File: config.mk
export PLATFORM = sky130hd
export DESIGN_NAME = qpu_exu_wbck_arb
export DESIGN_NICKNAME = d
export VERILOG_FILES = /design/src/rtl/QPU_defines.sv /design/src/rtl/qpu_wbck_outreg.sv /design/src/rtl/qpu_exu_wbck_arb.sv
export SDC_FILE = /design/constraint.sdc
export NUM_CORES = 1
export LEC_CHECK = 0
export BUFFER_PORTS_ARGS = -buffer_cell sky130_fd_sc_hd__buf_2
export CAP_MARGIN = 20
export CORE_UTILIZATION = 42
export CTS_CLUSTER_DIAMETER = 60
export DETAILED_ROUTE_END_ITERATION = 10
export GPL_ROUTABILITY_DRIVEN = 0
export PLACE_DENSITY = 0.8
export SYNTH_ARGS = -nofsm -noshare
export SYNTH_HDL_FRONTEND = slang
export SYNTH_SLANG_ARGS = --single-unit
File: constraint.sdc
create_clock -name clk -period 1.72 [get_ports clk]
set_input_delay 0 -clock clk [delete_from_list [all_inputs] [get_ports clk]]
set_output_delay 0 -clock clk [all_outputs]
set_load 0.1 [all_outputs]
File: src/rtl/QPU_defines.sv
// rtl/QPU_defines.sv - shared QPU widths and write-back arbiter state encoding
package QPU_defines;

  localparam int QPU_XLEN             = 32;
  localparam int QPU_RFIDX_REAL_WIDTH = 5;
  localparam int QPU_QUBIT_NUM        = 8;

  localparam logic WBARB_PRI_LP  = 1'b0;
  localparam logic WBARB_PRI_ALU = 1'b1;

  typedef enum logic {
    PRI_LP  = WBARB_PRI_LP,
    PRI_ALU = WBARB_PRI_ALU
  } wbarb_state_e;

endpackage

File: src/rtl/qpu_wbck_outreg.sv
// rtl/qpu_wbck_outreg.sv - valid/data output register for a register-file write port
module qpu_wbck_outreg #(
  parameter int W = 8
) (
  input  logic         clk,
  input  logic         rst,
  input  logic         in_valid,
  input  logic [W-1:0] in_data,
  output logic         out_valid,
  output logic [W-1:0] out_data
);

  // Data holds its last value when no write is presented.
  always_ff @(posedge clk or posedge rst) begin
    if (rst) begin
      out_valid <= 1'b0;
      out_data  <= '0;
    end else begin
      out_valid <= in_valid;
      if (in_valid) begin
        out_data <= in_data;
      end
    end
  end

endmodule

File: src/rtl/qpu_exu_wbck_arb.sv
// rtl/qpu_exu_wbck_arb.sv - CRF write-back arbiter, OITF/MOITF retire sequencer (QPU_WBCK_ANTI_STARVE_EN)
module qpu_exu_wbck_arb
  import QPU_defines::*;
#(
  parameter int XLEN       = QPU_XLEN,
  parameter int RFIDX_W    = QPU_RFIDX_REAL_WIDTH,
  parameter int QUBIT_NUM  = QPU_QUBIT_NUM,
  parameter int STARVE_MAX = 4
) (
  input  logic                 clk,
  input  logic                 rst,
  input  logic                 alu_wbck_i_valid,
  output logic                 alu_wbck_i_ready,
  input  logic [XLEN-1:0]      alu_wbck_i_data,
  input  logic [RFIDX_W-1:0]   alu_wbck_i_rdidx,
  input  logic                 lp_wbck_i_valid,
  output logic                 lp_wbck_i_ready,
  input  logic [XLEN-1:0]      lp_wbck_i_data,
  input  logic [RFIDX_W-1:0]   lp_wbck_i_rdidx,
  input  logic [RFIDX_W-1:0]   oitf_ret_rdidx,
  input  logic                 oitf_ret_rdwen,
  input  logic                 oitf_empty,
  output logic                 oitf_ret_ena,
  input  logic                 mres_i_valid,
  output logic                 mres_i_ready,
  input  logic [QUBIT_NUM-1:0] mres_i_list,
  input  logic                 moitf_empty,
  output logic                 moitf_ret_ena,
  output logic                 crf_wen,
  output logic [XLEN-1:0]      crf_wdata,
  output logic [RFIDX_W-1:0]   crf_widx,
  output logic                 mrf_wen,
  output logic [QUBIT_NUM-1:0] mrf_wdata,
  output logic                 wbck_err
);

  logic alu_pri;
  logic lp_win;
  logic alu_hs;
  logic lp_hs;
  logic lp_bad;
  logic mres_hs;
  logic err_set;
  logic unused_rdwen;

  // Every long-pipe write-back is treated as a register write, so rdwen is informational only.
  assign unused_rdwen = oitf_ret_rdwen;

`ifdef QPU_WBCK_ANTI_STARVE_EN
  localparam logic [3:0] STARVE_LAST = 4'(STARVE_MAX - 1);

  wbarb_state_e state_q, state_d;
  logic [3:0]   starve_q, starve_d;

  always_ff @(posedge clk or posedge rst) begin
    if (rst) begin
      state_q  <= PRI_LP;
      starve_q <= 4'd0;
    end else begin
      state_q  <= state_d;
      starve_q <= starve_d;
    end
  end

  // In PRI_LP a cycle with both requesters valid is always an ALU loss.
  always_comb begin
    state_d  = state_q;
    starve_d = starve_q;
    case (state_q)
      PRI_LP: begin
        if (!alu_wbck_i_valid) begin
          starve_d = 4'd0;
        end else if (lp_wbck_i_valid) begin
          if (starve_q == STARVE_LAST) begin
            state_d  = PRI_ALU;
            starve_d = 4'd0;
          end else begin
            starve_d = starve_q + 4'd1;
          end
        end
      end
      PRI_ALU: begin
        if (!alu_wbck_i_valid) begin
          starve_d = 4'd0;
        end
        if (alu_hs) begin
          state_d = PRI_LP;
        end
      end
      default: begin
        state_d  = PRI_LP;
        starve_d = 4'd0;
      end
    endcase
  end

  assign alu_pri = (state_q == PRI_ALU);
`else
  logic unused_starve_max;

  assign unused_starve_max = (STARVE_MAX != 0);
  assign alu_pri           = 1'b0;
`endif

  assign lp_win           = lp_wbck_i_valid & ~(alu_pri & alu_wbck_i_valid);
  assign lp_wbck_i_ready  = ~rst & lp_win;
  assign alu_wbck_i_ready = ~rst & alu_wbck_i_valid & ~lp_win;

  assign alu_hs = alu_wbck_i_valid & alu_wbck_i_ready;
  assign lp_hs  = lp_wbck_i_valid & lp_wbck_i_ready;

  // A mismatched or unexpected long-pipe result is still written but never retires the head.
  assign lp_bad       = oitf_empty | (lp_wbck_i_rdidx != oitf_ret_rdidx);
  assign oitf_ret_ena = lp_hs & ~lp_bad;

  assign mres_i_ready  = ~moitf_empty;
  assign mres_hs       = mres_i_valid & mres_i_ready;
  assign moitf_ret_ena = mres_hs & ~rst;

  assign err_set = (lp_hs & lp_bad) | (mres_i_valid & moitf_empty);

  always_ff @(posedge clk or posedge rst) begin
    if (rst) begin
      wbck_err <= 1'b0;
    end else if (err_set) begin
      wbck_err <= 1'b1;
    end
  end

  qpu_wbck_outreg #(
    .W (RFIDX_W + XLEN)
  ) u_crf_outreg (
    .clk       (clk),
    .rst       (rst),
    .in_valid  (alu_hs | lp_hs),
    .in_data   (lp_hs ? {lp_wbck_i_rdidx, lp_wbck_i_data}
                      : {alu_wbck_i_rdidx, alu_wbck_i_data}),
    .out_valid (crf_wen),
    .out_data  ({crf_widx, crf_wdata})
  );

  qpu_wbck_outreg #(
    .W (QUBIT_NUM)
  ) u_mrf_outreg (
    .clk       (clk),
    .rst       (rst),
    .in_valid  (mres_hs),
    .in_data   (mres_i_list),
    .out_valid (mrf_wen),
    .out_data  (mrf_wdata)
  );

endmodule

# --- After elaboration in Yosys (flattened, before gate mapping) ---
# Cells that the tools add are included.
op_classes:
  bitwise_logic: 17
  mux: 1
  eq_ne: 1
ops:
  columns: ["cell", "count"]
  rows:
  - ["2-to-1 mux 37 bit", 1]
  - ["AND 1 bit", 10]
  - ["!= test 5 bit", 1]
  - ["inverter 1 bit", 4]
  - ["bitwise OR 1 bit", 3]
totals:
  inputBits: 95
  elab_cells: 24
  reg_bits: 48
  output_inout_bits: 53

# --- Depth between registers and ports, before layout ---
depth:
  word_depth: 5
  ltp_mapped: 6

# --- Cells and area by module ---
# Synthesis repeated with hierarchy kept, for this count alone.
unflattened:
  cells_unflattened: 159
  area_unflattened_um2: 2544.9
modules_own_cells:
  columns: ["module", "seq_area_each_um2", "area_per_inst_um2", "instances", "cells_each"]
  rows:
  - ["qpu_wbck_outreg (u_crf_outreg)", 950.9, 1555.2, 1, 80]
  - ["qpu_exu_wbck_arb", 25.0, 629.4, 1, 60]
  - ["qpu_wbck_outreg (u_mrf_outreg)", 225.2, 360.3, 1, 19]

# --- Least setup slack after synthesis ---
# Ideal clock, no wire load.
synth_timing:
  path_type: "input to output"
  start: "in lp_wbck_i_valid"
  end: "out alu_wbck_i_ready"
  t_arrival_ns: 2.212
  slack_ns: -0.492
  required_ns: 1.720
  stages: 1
  path_cell_list: "nor3b_1"
synth_between:
  elab_chain_len: 2
synth_lines:
  columns: ["item", "line", "text"]
  rows:
  - ["start: declaration", "qpu_exu_wbck_arb.sv:16", "input logic lp_wbck_i_valid,"]
  - ["inverter 1 bit", "qpu_exu_wbck_arb.sv:107", "assign alu_wbck_i_ready = ~rst & alu_wbck_i_valid & ~lp_win;"]
  - ["AND 1 bit", "qpu_exu_wbck_arb.sv:107", null]
  - ["end: declaration", "qpu_exu_wbck_arb.sv:13", "output logic alu_wbck_i_ready,"]
# No other way between the ends.

# --- Worst setup path in the final report ---
layout_timing:
  start: "in rst"
  end: "out oitf_ret_ena"
layout_between:
  elab_chain_len: 4
layout_lines:
  columns: ["item", "line", "text"]
  rows:
  - ["start: declaration", "qpu_exu_wbck_arb.sv:11", "input logic rst,"]
  - ["inverter 1 bit", "qpu_exu_wbck_arb.sv:106", "assign lp_wbck_i_ready = ~rst & lp_win;"]
  - ["AND 1 bit", "qpu_exu_wbck_arb.sv:106", null]
  - ["AND 1 bit", "qpu_exu_wbck_arb.sv:110", "assign lp_hs = lp_wbck_i_valid & lp_wbck_i_ready;"]
  - ["AND 1 bit", "qpu_exu_wbck_arb.sv:114", "assign oitf_ret_ena = lp_hs & ~lp_bad;"]
  - ["end: declaration", "qpu_exu_wbck_arb.sv:23", "output logic oitf_ret_ena,"]
# No other way between the ends.

==> metrics <==
area of the core=between 5000 and 6000 sq um; Worst Hold Endpoint=u_crf_outreg.out_data[5]$_DFFE_PP0P_; worst hold start=lp_wbck_i_data[5]; Setup Viol. Count Final=0; aggregate global-route resource usage=a little over 20%; kind of critical path=input pin to output pin; WP data required=approximately 1.7 ns; Antenna Violating Nets Remaining=0; leakage power=1.926 nW; per-cell routed wire length=13.04 um; I/O pin total=about 150; fin cells=roughly 450; die area=~5600 sq um; top cells by area, synth=dfrtp_1, mux2i_1, nand2_1; R2R cell count=3; minimum clock period=1.596 ns; Worst Tran Pin Value=approximately 0.50 ns; initial antenna violation count=0; Skew-Pair Late Insertion Delay=roughly 0.28 ns; Mapped Avg Cell Area=approximately 11 sq um; most frequent cells in the layout=buf_2, dfrtp_1, mux2i_1, nand2_1, dlygate4sd3_1; Resized cells post-CTS=0; crit path buf inv count=3; clock skew=0 ns; reg2reg end=wbck_err$_DFFE_PP0P_; status=complete, no violations; post-CTS setup buffer count=0; syn nets=~300; H-Tree Depth=2; layout cell share with drive strength beyond 1=approximately 45%; Initial DRT Pass Iterations=7; post-synthesis register bit count=48; synthesized area=between 2000 and 2500 sq um; critical path fanouts, max=7; drt drc=0; Hold Crit Class=input pin to flip-flop; vias in the first global route=1924; setup ws final=between 0.1 and 0.15 ns; most common cell after layout, fill and taps aside=buf_2; # diodes=0; post-synthesis sequential area ratio=54.24%; Vias=roughly 2100; Final Hold Vio Count=0; reg2reg start=wbck_err$_DFFE_PP0P_; PD cells=around 1100 nW/um^2; CP endpoint kind=output pin; 1st-iter DRT viols=between 60 and 70; VDD IR max=a little over 0.5 mV; share of the synthesized area in the top cell type=54.24%; dpl ws=0.3738 ns; Overflow after GRT=0; CTS sink count=48; synth unique cells=27; Chip Width=between 70 and 80 um; Max-slew headroom=roughly two thirds; DP HPWL=slightly below 4000 um; Cell Rows=26; Arr. time, crit path=approximately 1.6 ns; R2R setup slack=0.82 ns; Slew Limit Fails=0; routed vias/inst=approximately 4.7; placed cell count=412; Total Power=approximately 3.7 mW; Worst path top cell family by delay=buffers and inverters; gate count of the mapped netlist=around 200; chip height=~75 um; Synth warnings=0; Startpoint Class=input pin; Max Freq=about 630 MHz; Longest Clk Path Bufs=2; largest net degree at the start of global routing=42; Initial Util=between 40% and 50%; first-pass GRT wire length=between 8000 and 9000 um; root buf cell=clkbuf_8; unrepaired setup endpoints after global routing=no; area delta synth->final=57.74%; max cap viols=0; input/output buffers=146; CTS buffer count=5; Synth area leader=dfrtp_1; CP max stage cell=dlygate4sd3_1; Cell Chain, Critical Path=dlygate4sd3_1 -> buf_2 -> nand2b_2 -> nor4_4 -> buf_12; TritonCTS clock tree=built; Hold Path Stages=3; crit share post-route=roughly 93%; critical path's largest stage delay=roughly 0.53 ns; Final #Nets=around 480; clock-pin slew on the worst setup and hold paths=roughly 0.080 ns; Hold Buf Count CTS=35; final wirelength=5922 um
## cell usage after synthesis
library cell / n
a21o_1: 1
a21oi_1: 1
a22oi_1: 1
a31oi_1: 1
and2_1: 1
buf_2: 2
buf_4: 1
buf_6: 2
clkbuf_1: 7
dfrtp_1: 48
inv_1: 3
inv_2: 1
mux2_2: 8
mux2i_1: 36
nand2_1: 36
nand2b_1: 1
nor2_1: 1
nor2b_1: 2
nor3_1: 1
nor3b_1: 1
nor4_1: 1
nor4_4: 1
o21ai_0: 18
o21ai_1: 19
o21bai_2: 1
or4_4: 1
xor2_1: 5
## state kept, by name, summed over array words and instances, names as in the netlist
register,count
u_crf_outreg.out_data,37
u_crf_outreg.out_valid,1
u_mrf_outreg.out_data,8
u_mrf_outreg.out_valid,1
wbck_err,1
## worst reg2reg max path, delay by kind of cell (launching register included)
family           cells  cell delay, ns
AO/OA/AOI/OAI        2            0.27
flip-flops           1            0.38
AND/OR/NAND/NOR      1            0.14
## metal layers
metal	global-route usage [%]	vias to the layer above	share of wire, %
met1	22.83	962	39
li1	-	1057	-
met5	0	-	0
met4	5.660	0	0.74
met3	4.819	4	6.5
met2	39.44	97	53
## cell families (layout without fill, tap and decap cells)
kind of cell	count (synthesis)	after routing	synth area share [%]
AOI/OAI and AO/OA	42	42	10.06
xor gates and xnor gates	5	5	1.977
buffers and inverters	16	199	3.672
and+or+nand+nor	46	46	9.718
DFF	48	48	54.24
muxes	44	44	20.34
## through the flow
step	utilization [%]	hold WS [ns]	cell area (sq um)	TNS [ns]
4_1_cts	68.40	0.0003572	3493	0
2_1_floorplan	-	0.03640	2223	-0.05296
5_1_grt	68.40	0.004819	3493	0
3_3_place_gp	60.02	0.1218	3065	0
3_5_place_dp	60.02	0.1225	3065	0
6_report	68.40	0.002223	3493	0
## cell type report
| cell class | count | area [sq um] |
|---|---|---|
| Clock buffer | 6 | 72.57 |
| Clock inverter | 1 | 5.005 |
| Fill cell | 387 | 1614 |
| Inverter | 4 | 18.77 |
| Multi-Input combinational cell | 137 | 947.2 |
| Sequential cell | 48 | 1201 |
| Tap cell | 70 | 87.58 |
| Timing Repair Buffer | 188 | 1161 |
## power by group
part | switching [mW] | internal, mW | total, mW | leakage [nW]
clock | 0.330 | 0.277 | 0.606 | 0.0410
sequential | 0.0738 | 1.27 | 1.35 | 0.582
combinational | 1.41 | 0.362 | 1.78 | 1.30
total | 1.82 | 1.91 | 3.73 | 1.93
## worst max path at each step
stage	startpoint	end	cells past startpoint
global placement	oitf_ret_rdidx[3]	oitf_ret_ena	5
finish	rst	oitf_ret_ena	5
floorplan	oitf_ret_rdidx[3]	oitf_ret_ena	3
CTS	rst	oitf_ret_ena	5
detailed placement	oitf_ret_rdidx[3]	oitf_ret_ena	5
global route	rst	oitf_ret_ena	5
Power figures use the tool's default switching activity.
